<file path="config.mk">
export PLATFORM = sky130hd
export DESIGN_NAME = booth_seq_multiplier_flat
export DESIGN_NICKNAME = d
export VERILOG_FILES = /design/src/rtl/booth_seq_multiplier_if.sv /design/src/rtl/booth_seq_multiplier.sv /design/src/flat_wrapper.sv
export SDC_FILE = /design/constraint.sdc
export NUM_CORES = 1
export LEC_CHECK = 0
export BUFFER_PORTS_ARGS = -buffer_cell sky130_fd_sc_hd__buf_2
export CAP_MARGIN = 25
export CORE_MARGIN = 1
export CORE_UTILIZATION = 45
export DETAILED_ROUTE_END_ITERATION = 6
export GPL_ROUTABILITY_DRIVEN = 0
export GPL_TIMING_DRIVEN = 0
export SLEW_MARGIN = 20
export SYNTH_ARGS = -nofsm -noshare
export SYNTH_HDL_FRONTEND = slang
export SYNTH_SLANG_ARGS = --single-unit
export TNS_END_PERCENT = 5
</file>
<file path="constraint.sdc">
create_clock -name clk_i -period 13.05 [get_ports clk_i]
set_input_delay 2.61 -clock clk_i [delete_from_list [all_inputs] [get_ports clk_i]]
set_output_delay 2.61 -clock clk_i [all_outputs]
set_load 0.005 [all_outputs]
</file>
<file path="src/rtl/booth_seq_multiplier_if.sv">
// Operand/result bus of the sequential radix-4 Booth multiplier.
//
// Handshake rules: a transfer happens on a rising clock edge where both
// valid and ready of that channel are high. The producer keeps its payload
// stable while valid is high and ready is low. On the operand channel the
// producer drives valid_i/a_i/b_i and the multiplier drives ready_o. On the
// result channel the multiplier drives valid_o/product_o and the consumer
// drives ready_i. busy_o is a status flag with no handshake.
interface booth_seq_multiplier_if #(
    parameter int WIDTH = 24
);
    logic                 valid_i;
    logic                 ready_o;
    logic [WIDTH-1:0]     a_i;
    logic [WIDTH-1:0]     b_i;
    logic                 valid_o;
    logic                 ready_i;
    logic [2*WIDTH-1:0]   product_o;
    logic                 busy_o;

    // Multiplier side
    modport slave (
        input  valid_i, a_i, b_i, ready_i,
        output ready_o, valid_o, product_o, busy_o
    );

    // Producer/consumer side
    modport master (
        output valid_i, a_i, b_i, ready_i,
        input  ready_o, valid_o, product_o, busy_o
    );
endinterface

</file>
<file path="src/rtl/booth_seq_multiplier.sv">
// Sequential radix-4 Booth multiplier: one Booth digit of the multiplier is
// retired per clock, the selected partial product (0, +-A, +-2A) is added to
// a signed accumulator wide enough that the exact unsigned product a*b never
// overflows. IDLE accepts operands, BUSY runs N = (WIDTH+2)/2 digits, DONE
// presents the product until the consumer takes it.
module booth_seq_multiplier #(
    parameter int WIDTH = 24
) (
    input  logic                     clk_i,
    input  logic                     reset_i,
    booth_seq_multiplier_if.slave    bus,
    output logic [1:0]               state_dbg_o
);

    // Number of Booth digits; b is extended with two zero bits on top so the
    // last digit always sees a non-negative multiplier.
    localparam int N     = (WIDTH + 2) / 2;
    // Accumulator: 2*WIDTH product bits plus headroom for +-2A shifted by
    // the top digit weight and a sign bit.
    localparam int ACC_W = 2 * WIDTH + 3;
    // Multiplier shift register: {2'b00, b, implicit bit -1}.
    localparam int BW    = WIDTH + 3;
    localparam int CW    = $clog2(N + 1);

    localparam logic [CW-1:0] LAST_DIGIT = CW'(N - 1);

    typedef enum logic [1:0] {
        S_IDLE = 2'd0,
        S_BUSY = 2'd1,
        S_DONE = 2'd2
    } state_t;

    state_t             state_q, state_d;
    logic [ACC_W-1:0]   acc_q, acc_d;
    logic [ACC_W-1:0]   a_sh_q, a_sh_d;
    logic [BW-1:0]      b_sh_q, b_sh_d;
    logic [CW-1:0]      count_q, count_d;
    logic [2*WIDTH-1:0] product_q, product_d;

    logic               accept;
    logic               last_digit;
    logic [2:0]         digit;
    logic               pp_zero;
    logic               pp_negate;
    logic               pp_shift;
    logic [ACC_W-1:0]   pp_mag;
    logic [ACC_W-1:0]   pp;
    logic [ACC_W-1:0]   acc_sum;

    assign accept     = (state_q == S_IDLE) && bus.valid_i;
    assign last_digit = (count_q == LAST_DIGIT);

    // State register
    always_ff @(posedge clk_i) begin
        if (reset_i) begin
            state_q <= S_IDLE;
        end else begin
            state_q <= state_d;
        end
    end

    // Next-state logic
    always_comb begin
        state_d = state_q;
        case (state_q)
            S_IDLE:  if (bus.valid_i) state_d = S_BUSY;
            S_BUSY:  if (last_digit)  state_d = S_DONE;
            S_DONE:  if (bus.ready_i) state_d = S_IDLE;
            default: state_d = S_IDLE;
        endcase
    end

    // Outputs decoded purely from state and registered product
    always_comb begin
        bus.ready_o   = (state_q == S_IDLE);
        bus.busy_o    = (state_q == S_BUSY);
        bus.valid_o   = (state_q == S_DONE);
        bus.product_o = product_q;
        state_dbg_o   = state_q;
    end

    // Booth digit decode and partial product selection for the current digit
    always_comb begin
        digit     = b_sh_q[2:0];
        pp_zero   = 1'b0;
        pp_negate = 1'b0;
        pp_shift  = 1'b0;
        case (digit)
            3'b000:  pp_zero = 1'b1;
            3'b001:  pp_zero = 1'b0;
            3'b010:  pp_zero = 1'b0;
            3'b011:  pp_shift = 1'b1;
            3'b100:  begin pp_negate = 1'b1; pp_shift = 1'b1; end
            3'b101:  pp_negate = 1'b1;
            3'b110:  pp_negate = 1'b1;
            3'b111:  pp_zero = 1'b1;
            default: pp_zero = 1'b1;
        endcase

        // a_sh_q already carries the 4^i weight of the current digit
        pp_mag = pp_shift ? (a_sh_q << 1) : a_sh_q;
        if (pp_zero) begin
            pp = '0;
        end else if (pp_negate) begin
            pp = -pp_mag;
        end else begin
            pp = pp_mag;
        end
        acc_sum = acc_q + pp;
    end

    // Datapath next values: load on accept, step one digit per BUSY cycle
    always_comb begin
        acc_d     = acc_q;
        a_sh_d    = a_sh_q;
        b_sh_d    = b_sh_q;
        count_d   = count_q;
        product_d = product_q;
        if (accept) begin
            acc_d   = '0;
            a_sh_d  = {{(ACC_W - WIDTH){1'b0}}, bus.a_i};
            b_sh_d  = {2'b00, bus.b_i, 1'b0};
            count_d = '0;
        end else if (state_q == S_BUSY) begin
            acc_d   = acc_sum;
            a_sh_d  = a_sh_q << 2;
            b_sh_d  = b_sh_q >> 2;
            count_d = count_q + CW'(1);
            if (last_digit) begin
                // Upper accumulator bits are zero for an unsigned product
                product_d = acc_sum[2*WIDTH-1:0];
            end
        end
    end

    // Datapath registers; product survives the output handshake until the
    // next completion or reset
    always_ff @(posedge clk_i) begin
        if (reset_i) begin
            acc_q     <= '0;
            a_sh_q    <= '0;
            b_sh_q    <= '0;
            count_q   <= '0;
            product_q <= '0;
        end else begin
            acc_q     <= acc_d;
            a_sh_q    <= a_sh_d;
            b_sh_q    <= b_sh_d;
            count_q   <= count_d;
            product_q <= product_d;
        end
    end

endmodule

</file>
<file path="src/flat_wrapper.sv">
// flat-port wrapper written by rule: the top's interface ports become plain ports
module booth_seq_multiplier_flat 
#(
    parameter int WIDTH = 24
)
  (clk_i, reset_i, state_dbg_o, bus_valid_i, bus_a_i, bus_b_i, bus_ready_i, bus_ready_o, bus_valid_o, bus_product_o, bus_busy_o);
  booth_seq_multiplier_if #(.WIDTH(WIDTH)) bus_i ();
  input  logic clk_i;
  input  logic reset_i;
  output logic [1:0] state_dbg_o;
  input wire logic [$bits(bus_i.valid_i)-1:0] bus_valid_i;
  input wire logic [$bits(bus_i.a_i)-1:0] bus_a_i;
  input wire logic [$bits(bus_i.b_i)-1:0] bus_b_i;
  input wire logic [$bits(bus_i.ready_i)-1:0] bus_ready_i;
  output wire logic [$bits(bus_i.ready_o)-1:0] bus_ready_o;
  output wire logic [$bits(bus_i.valid_o)-1:0] bus_valid_o;
  output wire logic [$bits(bus_i.product_o)-1:0] bus_product_o;
  output wire logic [$bits(bus_i.busy_o)-1:0] bus_busy_o;
  assign bus_i.valid_i = bus_valid_i;
  assign bus_i.a_i = bus_a_i;
  assign bus_i.b_i = bus_b_i;
  assign bus_i.ready_i = bus_ready_i;
  assign bus_ready_o = bus_i.ready_o;
  assign bus_valid_o = bus_i.valid_o;
  assign bus_product_o = bus_i.product_o;
  assign bus_busy_o = bus_i.busy_o;
  booth_seq_multiplier #(.WIDTH(WIDTH)) u_core (.clk_i(clk_i), .reset_i(reset_i), .bus(bus_i), .state_dbg_o(state_dbg_o));
endmodule
</file>
==> results.py, run 1 <==
metrics = {
    "run_status": {
        "status": "completed",
    },
    "sta": {
        "layout_min_cycle_time_ns": 8.10,
        "post-route-period-util_pct": 62.1,
        "fmax_mhz": 123,
        "rsz0062_at_grt": "no",
        "setup_violations": 0,
        "slew_headroom_pct": 27.4,
        "slew_violations": 0,
        "clock_skew_ns": 0.0154,
        "fin_setup_tns_ns": 0,
        "final_hold_viol_count": 0,
        "worst_pin_slew_ns": 1.08,
    },
    "critical_path": {
        "r2r_cells": 28,
        "r2r-end": "u_core.bus.product_o[44]",
        "worstPathMaxFanout": 10,
        "crit_arrival_ns": 8.38,
        "required_ns": 13.34,
        "startpoint_type": "flip-flop",
        "reg2reg_slack_ns": 4.95,
        "r2r-start": "u_core.b_sh_q[0]",
        "cpPeakStageDelay_ns": 0.68,
        "critPathCaptureType": "flip-flop",
        "critical_path_class": "flip-flop to flip-flop",
        "slowest_stage": "nor2_1",
    },
    "clocking": {
        "cts_tree": "yes",
        "insertion_delay_ns": 0.45,
        "ctsResizeCount": 0,
        "htree_levels": 4,
        "clock_tree.root_cell": "clkbuf_16",
        "postCtsSetupBuffers": 0,
        "clk_pin_slew_worst_paths_ns": 0.08,
        "ctsHoldBuffers": 0,
        "clock_sinks": 175,
        "clockBufferDepth": 2,
        "cts_buffers": 17,
    },
    "detailed_routing": {
        "num_vias": 14800,
        "viasPerCell": 6.08,
        "drtPass1Iterations": 6,
        "drt-total-wl_um": 48200,
        "drt-initial-drc-count": 1873,
        "antenna_left": 0,
        "drc_errors": 0,
        "wl_per_cell_um": 19.9,
    },
    "global_route": {
        "first_global_vias": 13100,
        "grt.total_usage_pct": 31.4,
        "grt_first_pass_wirelength_um": 74300,
        "grt_overflow_total": 0,
        "antenna_found_initial": 0,
        "grt_max_degree": 17,
    },
    "power": {
        "cellLeakagePower_nw": 5.83,
        "p_per_area_nw_per_um2": 97.7,
        "finalPower_mw": 1.45,
        "peakVddDrop_mv": 0.0903,
    },
    "hold_path": {
        "hold_start": "u_core.bus.product_o[12]",
        "worstHoldPathCells": 2,
        "min_to": "u_core.bus.product_o[12]",
        "min_path_type": "flip-flop to flip-flop",
    },
    "cells_and_area": {
        "diodes": 0,
        "fin_area_um2": 14800,
        "area_growth_syn_to_layout_pct": 12.0,
        "final_cell_mix": "376 x nand2_1, 238 x a21oi_1, 175 x dfxtp_1",
        "final_common_cell": "nand2_1",
        "finalNonFillerCells": 2426,
        "fin_nets": 2133,
        "drive_above_1_share_pct": 10.4,
    },
    "yosys": {
        "synthCells": 1908,
        "seq_area_frac_synth_pct": 26.4,
        "synthFlopType": "dfxtp_1",
        "syn-num-nets": 2011,
        "avgSynthCellArea_um2": 6.95,
        "synth_async_sr_flop_share_pct": 0,
        "netlist_area_um2": 13300,
        "synth-seq-cells": 175,
        "synth_cell_types": 84,
        "synth_edf_count": 0,
        "ys_warn_count": 0,
    },
    "floorplan": {
        "start_util_pct": 46.0,
        "core_um2": 28900,
        "rows": 62,
        "chipWidth_um": 174,
        "die-area_um2": 30200,
        "num_io_pins": 105,
        "fp.dieH_um": 174,
    },
    "placed_design": {
        "place_inst": 2395,
        "post-dp-hpwl_um": 36700,
        "placed_area_um2": 14300,
        "io_buffers": 103,
    },
    "flow_run": {
        "maxCapViolCount": 0,
    },
}
==> final cells by class <==
type / count / area [um^2]
plain buffers: 177 / 756
clock buffers: 20 / 457
clock inverters: 11 / 133
fillers: 2958 / 14000
inverters: 27 / 101
multi-input cells: 1529 / 8900
flip-flops and latches: 175 / 3500
well taps: 384 / 480
repair buffers: 103 / 515
==> power by group <==
part | total (mW) | switching [mW] | internal (mW) | leakage, nW
combinational | 0.358 | 0.246 | 0.113 | 4.13
clock | 0.534 | 0.240 | 0.294 | 0.289
sequential | 0.558 | 0.00907 | 0.549 | 1.42
==> logic make-up after synthesis <==
family	synth area share (%)
AOI/OAI and AO/OA	28.9
xor gates and xnor gates	5.42
adders and majority gates	4.87
buffers and inverters	6.46
DFF	26.4
muxes	0.859
and+or+nand+nor	27.1
==> worst max-delay path, delay by kind of cell (launching register included) <==
family / cells / cell delay, ns
buffers and inverters: 6 / 1.47
DFF: 1 / 0.31
muxes: 1 / 0.26
AOI/OAI and AO/OA: 9 / 2.27
and+or+nand+nor: 10 / 3.03
adders and majority gates: 2 / 0.55
==> through the flow <==
step / setup slack [ns] / utilization (%) / hold slack, ns
after floorplan: 7.23 / - / 0.436
after global placement: 5.35 / 49.4 / 0.440
after detailed placement: 5.30 / 49.4 / 0.445
after CTS: 5.26 / 51.4 / 0.455
after global routing: 4.56 / 51.4 / 0.468
final: 4.95 / 51.4 / 0.448
==> cells in the mapped netlist, drive strengths merged, types with 4 or more instances <==
cell / count / area, um^2
nor2b: 27 / 176
a311oi: 4 / 47.6
a221oi: 5 / 43.8
or2: 8 / 50.1
ha: 50 / 626
nor4: 12 / 126
a221o: 7 / 70.1
nor3b: 20 / 175
a22oi: 59 / 443
nand2b: 13 / 81.3
nand3: 37 / 195
nand2: 379 / 1440
a211o: 6 / 52.6
nand4: 24 / 163
or3: 27 / 169
dfxtp: 175 / 3500
a31oi: 26 / 194
o21ai: 136 / 681
xnor2: 41 / 359
inv: 27 / 101
a21oi: 239 / 1200
nor2: 122 / 463
and2: 8 / 50.1
a311o: 4 / 40.0
a21o: 32 / 240
and3: 9 / 56.3
a211oi: 19 / 143
o21bai: 12 / 90.1
a31o: 4 / 35.0
nor3: 63 / 320
mux2i: 8 / 80.1
xor2: 41 / 359
o221ai: 6 / 52.6
o21a: 4 / 30.0
clkbuf: 128 / 480
buf: 49 / 275
o211ai: 11 / 82.6
o22ai: 17 / 106
o311ai: 6 / 67.6
o2111ai: 6 / 52.6
==> per-layer routing <==
metal / GRT usage (%) / vias to the layer above / routed length, um
met2: 48.3 / 728 / 21100
met5: 0 / - / 0
li1: - / 7030 / -
met4: 13.4 / 0 / 1890
met1: 42.8 / 6881 / 20900
met3: 5.86 / 120 / 4250
==> flip-flops by register name, summed over array words and instances, names as in the netlist <==
| signal | flops |
|---|---|
| u_core.acc_q | 48 |
| u_core.a_sh_q | 48 |
| u_core.count_q | 4 |
| u_core.b_sh_q | 25 |
| u_core.bus.product_o | 48 |
| u_core.state_dbg_o | 2 |
==> worst max path at each step <==
stage / startpoint / end / cells past startpoint
final: u_core.b_sh_q[0] / u_core.bus.product_o[44] / 28
after global routing: u_core.b_sh_q[0] / u_core.bus.product_o[46] / 28
after CTS: u_core.b_sh_q[0] / u_core.bus.product_o[44] / 28
after detailed placement: u_core.b_sh_q[0] / u_core.bus.product_o[44] / 28
after global placement: u_core.b_sh_q[0] / u_core.bus.product_o[44] / 28
after floorplan: u_core.b_sh_q[0] / u_core.acc_q[47] / 29
Power figures use the tool's default switching activity.
==> run 2: changes to the inputs <==
PLACE_DENSITY = 0.65   (was not set)
clock period = 7.1 ns   (was 13.05 ns; I/O delays follow)
==> run 2 against run 1 <==
  * The run now ends with DRC left
  * Worst hold slack gained 0.0023 ns
  * Core utilization grew 0.42 points
  * Count of clock-buffer cells in the layout grew 2
  * Power grew 84%
  * Non-clock buffer count grew 5
  * Cell count grew 0.21%
  * Cell area grew 0.82%
  * Maximum frequency grew 18%
  * Critical path depth is the same
  * Combinational power grew 86%
==> results.py, run 2 (same netlist as run 1, synthesis figures left out) <==
metrics = {
    "run_status": {
        "status": "complete, but fails checks",
        "violations": "DRC",
    },
    "sta": {
        "worst_pin_slew_ns": 0.954,
        "rsz0062_at_grt": "yes",
        "slew_headroom_pct": 36.4,
        "post-route-period-util_pct": 96.3,
        "final_hold_viol_count": 0,
        "setup_ws_ns": 0.263,
        "clock_skew_ns": 0.0182,
        "fmax_mhz": 146,
        "slew_violations": 0,
        "layout_min_cycle_time_ns": 6.84,
        "fin_setup_tns_ns": 0,
        "setup_violations": 0,
    },
    "clocking": {
        "clk_pin_slew_worst_paths_ns": 0.08,
        "htree_levels": 4,
        "insertion_delay_ns": 0.45,
        "cts_buffers": 17,
        "cts_tree": "yes",
        "clock_tree.root_cell": "clkbuf_16",
        "clockBufferDepth": 2,
        "clock_sinks": 175,
    },
    "placed_design": {
        "io_buffers": 103,
        "pre_cts_ws_ns": -0.671,
        "place_inst": 2395,
        "post-dp-hpwl_um": 35900,
        "placed_area_um2": 14300,
    },
    "critical_path": {
        "slowest_stage": "nor4_4",
        "startpoint_type": "flip-flop",
        "critPathCaptureType": "flip-flop",
        "crit_arrival_ns": 7.18,
        "critical_path_buf_inv_count": 6,
        "worstPathMaxFanout": 10,
        "cpPeakStageDelay_ns": 0.44,
        "required_ns": 7.44,
        "cpLargestDelayFamily": "simple AND/OR/NAND/NOR gates",
        "critical_path_class": "flip-flop to flip-flop",
    },
    "cells_and_area": {
        "final_cell_mix": "376 x nand2_1, 238 x a21oi_1, 175 x dfxtp_1",
        "utilization_pct": 51.9,
        "final_common_cell": "nand2_1",
        "fin_nets": 2138,
        "area_growth_syn_to_layout_pct": 12.9,
        "drive_above_1_share_pct": 11.2,
        "finalNonFillerCells": 2431,
        "fin_area_um2": 15000,
        "diodes": 0,
    },
    "detailed_routing": {
        "viasPerCell": 6.10,
        "num_vias": 14800,
        "wl_per_cell_um": 19.5,
        "drt-total-wl_um": 47300,
        "drt-initial-drc-count": 1942,
        "drtPass1Iterations": 7,
        "antenna_left": 0,
        "drc_errors": 2,
    },
    "power": {
        "peakVddDrop_mv": 0.135,
        "p_per_area_nw_per_um2": 178,
        "cellLeakagePower_nw": 5.87,
    },
    "global_route": {
        "grt_overflow_total": 0,
        "grt_max_degree": 17,
        "grt_first_pass_wirelength_um": 73100,
        "grt.total_usage_pct": 30.6,
        "first_global_vias": 13200,
        "antenna_found_initial": 0,
    },
    "floorplan": {
        "fp.dieH_um": 174,
        "die-area_um2": 30200,
        "start_util_pct": 46.0,
        "num_io_pins": 105,
        "rows": 62,
        "chipWidth_um": 174,
        "core_um2": 28900,
    },
    "flow_run": {
        "maxCapViolCount": 0,
    },
    "hold_path": {
        "min_path_type": "flip-flop to flip-flop",
    },
}
run 2: cell count changes in the layout (fill, tap and decap cells not counted), moves of 2 or more:
cell | before | now
buf_4 | 5 | 12
nor2_1 | 120 | 116
clkbuf_1 | 129 | 126
clkinvlp_4 | 1 | 4
nor2_4 | 0 | 3
clkbuf_8 | 2 | 4
clkinv_4 | 3 | 1
inv_6 | 2 | 0
o21ai_0 | 131 | 129
o21ai_1 | 5 | 7
run 2: stage by stage:
stage                     power (mW)  hold WS (ns)
after floorplan                 1.50         0.436
after global placement          1.67         0.439
after detailed placement        1.68         0.444
after CTS                       2.65         0.454
after global routing            2.77         0.472
final                           2.66         0.451
run 2: final timing paths:
| check | startpoint | end | slack, ns | cells after the start |
|---|---|---|---|---|
| max | u_core.b_sh_q[0] | u_core.bus.product_o[41] | 0.26 | 28 |
| min | u_core.bus.product_o[21] | u_core.bus.product_o[21] | 0.45 | 2 |
| max reg2reg | u_core.b_sh_q[0] | u_core.bus.product_o[41] | 0.26 | 28 |
| min reg2reg | u_core.bus.product_o[21] | u_core.bus.product_o[21] | 0.45 | 2 |
run 2: per-layer routing:
layer  wire, um  track usage, %  up-vias
met2      20500            47.2      729
met4       2150            14.4        0
met5          0               0        -
met1      20600            41.8     6938
met3       4100            4.71      131
li1           -               -     7030
run 2: area by class of cell:
type | count | area (um^2)
Buffer | 175 | 752
Fill cell | 2965 | 13900
Multi-Input combinational cell | 1529 | 8970
Clock inverter | 9 | 109
Timing Repair Buffer | 110 | 568
Tap cell | 384 | 480
Clock buffer | 22 | 484
Inverter | 27 | 101
Sequential cell | 175 | 3500
run 2: power breakdown:
part           internal, mW  total [mW]  switching [mW]
clock network         0.553       0.970           0.417
logic                 0.213       0.667           0.454
registers              1.01        1.03          0.0170
run 2: what timing repair did:
action                                  in CTS  in global routing
hold buffers                                 0                  0
resized for setup                            6                 13
gates cloned                                 0                  0
pin swaps                                    0                  2
endpoints found under the setup margin      26                 19
setup buffers                                0                  7
run 2: worst min-delay path, stage by stage (launching register included):
cell and delay [ns]:
dfxtp_1 0.31, nand2_1 0.05, a21oi_1 0.05
==> run 3: changes to the inputs <==
--- a/config.mk
+++ b/config.mk
@@ -6,6 +6,5 @@
 export NUM_CORES = 1
 export LEC_CHECK = 0
-export BUFFER_PORTS_ARGS = -buffer_cell sky130_fd_sc_hd__buf_2
-export CAP_MARGIN = 25
+export BUFFER_PORTS_ARGS = -buffer_cell sky130_fd_sc_hd__buf_4
 export CORE_MARGIN = 1
 export CORE_UTILIZATION = 45
==> constraint.sdc (replaced) <==
create_clock -name clk_i -period 7.1 [get_ports clk_i]
set_input_delay 1.42 -clock clk_i [delete_from_list [all_inputs] [get_ports clk_i]]
set_output_delay 1.42 -clock clk_i [all_outputs]
set_load 0.05 [all_outputs]
==> run 3 against run 2 <==
  * The flow now finishes without violations
  * Sequential share of layout area fell by 0.39 points
  * Clock skew is 0.0010 ns lower
  * Power grew 1.8%
  * First-iteration DRC count down 7.6%
  * Via count up 0.21%
  * Non-clock buffer count is 1 higher
  * Largest cell class unchanged
  * Highest routed layer unchanged
==> results.py, run 3 (same netlist as run 1, synthesis figures left out) <==
metrics = {
    "critical_path": {
        "critical_path_class": "flip-flop to flip-flop",
        "slowest_stage": "dfxtp_1",
        "critPathCaptureType": "flip-flop",
        "startpoint_type": "flip-flop",
        "required_ns": 7.47,
        "r2r-start": "u_core.b_sh_q[1]",
        "cp-startpoint": "u_core.b_sh_q[1]",
        "critical_path_buf_inv_count": 5,
        "reg2reg_slack_ns": 0.31,
        "crit_arrival_ns": 7.16,
        "cpLargestDelayFamily": "simple AND/OR/NAND/NOR gates",
        "r2r-end": "u_core.acc_q[47]",
        "cpPeakStageDelay_ns": 0.55,
        "path_depth": 29,
        "worstPathMaxFanout": 10,
        "crit_path_end": "u_core.acc_q[47]",
        "crit_top_cell": "a21o_1",
        "r2r_cells": 29,
    },
    "sta": {
        "post-route-period-util_pct": 95.6,
        "clock_skew_ns": 0.0171,
        "fin_setup_tns_ns": 0,
        "fmax_mhz": 147,
        "layout_min_cycle_time_ns": 6.79,
        "setup_violations": 0,
        "setup_ws_ns": 0.310,
        "slew_violations": 0,
        "rsz0062_at_grt": "yes",
        "hold_ws_ns": 0.454,
        "worst_pin_slew_ns": 0.953,
        "slew_headroom_pct": 36.0,
        "final_hold_viol_count": 0,
    },
    "cells_and_area": {
        "diodes": 0,
        "utilization_pct": 52.8,
        "final_cell_mix": "376 x nand2_1, 238 x a21oi_1, 175 x dfxtp_1",
        "drive_above_1_share_pct": 11.0,
        "fin_nets": 2139,
        "area_growth_syn_to_layout_pct": 14.8,
        "final_common_cell": "nand2_1",
    },
    "global_route": {
        "antenna_found_initial": 0,
        "grt.total_usage_pct": 30.5,
        "first_global_vias": 13300,
        "grt_overflow_total": 0,
        "grt_first_pass_wirelength_um": 73100,
        "grt_max_degree": 17,
    },
    "flow_run": {
        "maxCapViolCount": 0,
    },
    "floorplan": {
        "start_util_pct": 46.0,
        "fp.dieH_um": 174,
        "num_io_pins": 105,
        "rows": 62,
        "chipWidth_um": 174,
        "core_um2": 28900,
        "die-area_um2": 30200,
    },
    "power": {
        "p_per_area_nw_per_um2": 178,
        "finalPower_mw": 2.71,
        "peakVddDrop_mv": 0.145,
        "cellLeakagePower_nw": 5.92,
    },
    "placed_design": {
        "io_buffers": 103,
        "post-dp-hpwl_um": 35900,
        "pre_cts_ws_ns": -0.650,
    },
    "clocking": {
        "clk_pin_slew_worst_paths_ns": 0.07,
        "cts_buffers": 17,
        "htree_levels": 4,
        "insertion_delay_ns": 0.45,
        "clock_tree.root_cell": "clkbuf_16",
        "clockBufferDepth": 2,
        "clock_sinks": 175,
        "cts_tree": "yes",
    },
    "detailed_routing": {
        "drt-total-wl_um": 47600,
        "wl_per_cell_um": 19.5,
        "drtPass1Iterations": 7,
        "antenna_left": 0,
        "drt-initial-drc-count": 1795,
        "num_vias": 14900,
        "viasPerCell": 6.11,
        "drc_errors": 0,
    },
    "run_status": {
        "status": "completed",
    },
    "hold_path": {
        "min_path_type": "flip-flop to flip-flop",
    },
}
-- run 3: layout make-up --
cell class	instances	area (um^2)
repair buffers	109	818
fillers	2953	13600
plain buffers	177	759
well taps	384	480
inverters	27	101
clock inverters	9	131
clock buffers	23	478
flip-flops and latches	175	3500
multi-input cells	1529	8950
-- run 3: what timing repair did --
item | CTS | global route
setup endpoints to repair | 30 | 27
hold buffers | 0 | 0
hold endpoints to repair | 0 | 0
pin swaps | 0 | 2
setup buffers | 0 | 6
gates cloned | 0 | 0
gates resized for setup | 5 | 11
-- run 3: power by group --
part	total [mW]	leakage, nW	switching, mW	internal [mW]
Clock	1.01	0.290	0.427	0.583
Combinational	0.676	4.21	0.456	0.220
Sequential	1.03	1.42	0.0168	1.01
Total	2.71	5.92	0.900	1.81
-- run 3: worst reg2reg max path: cells and delay by family, from the launching register on --
family,cells,cell delay [ns]
adder cells (fa/ha/maj),2,0.47
multiplexers,1,0.18
flip-flops,1,0.55
AND/OR/NAND/NOR,11,2.88
AO/OA/AOI/OAI,9,1.52
XOR/XNOR,1,0.15
buffers and inverters,5,0.98
-- run 3: metal layers --
layer / routed length, um / track usage, % / vias up / share of wire, %
met4: 1920 / 13.6 / 0 / 4.0
met1: 20600 / 41.1 / 6932 / 43
li1: - / - / 7024 / -
met3: 4330 / 5.99 / 143 / 9.1
met5: 0 / 0 / - / 0
met2: 20700 / 47.1 / 760 / 43
-- run 3: worst min-delay path by stage --
stage / start / endpoint / slack (ns) / depth (start not counted)
floorplan: u_core.acc_q[11] / u_core.acc_q[11] / 0.44 / 2
global placement: u_core.bus.product_o[5] / u_core.bus.product_o[5] / 0.44 / 2
detailed placement: u_core.bus.product_o[15] / u_core.bus.product_o[15] / 0.45 / 2
CTS: u_core.bus.product_o[15] / u_core.bus.product_o[15] / 0.46 / 2
global route: u_core.bus.product_o[6] / u_core.bus.product_o[6] / 0.47 / 2
finish: u_core.bus.product_o[15] / u_core.bus.product_o[15] / 0.45 / 2
-- run 3: per-stage QoR --
stage                     cells  area [um^2]
after global placement     2395        14500
after global routing       2433        15200
after detailed placement   2395        14500
after floorplan            1908        13300
after CTS                  2427        15100
final                      2433        15200
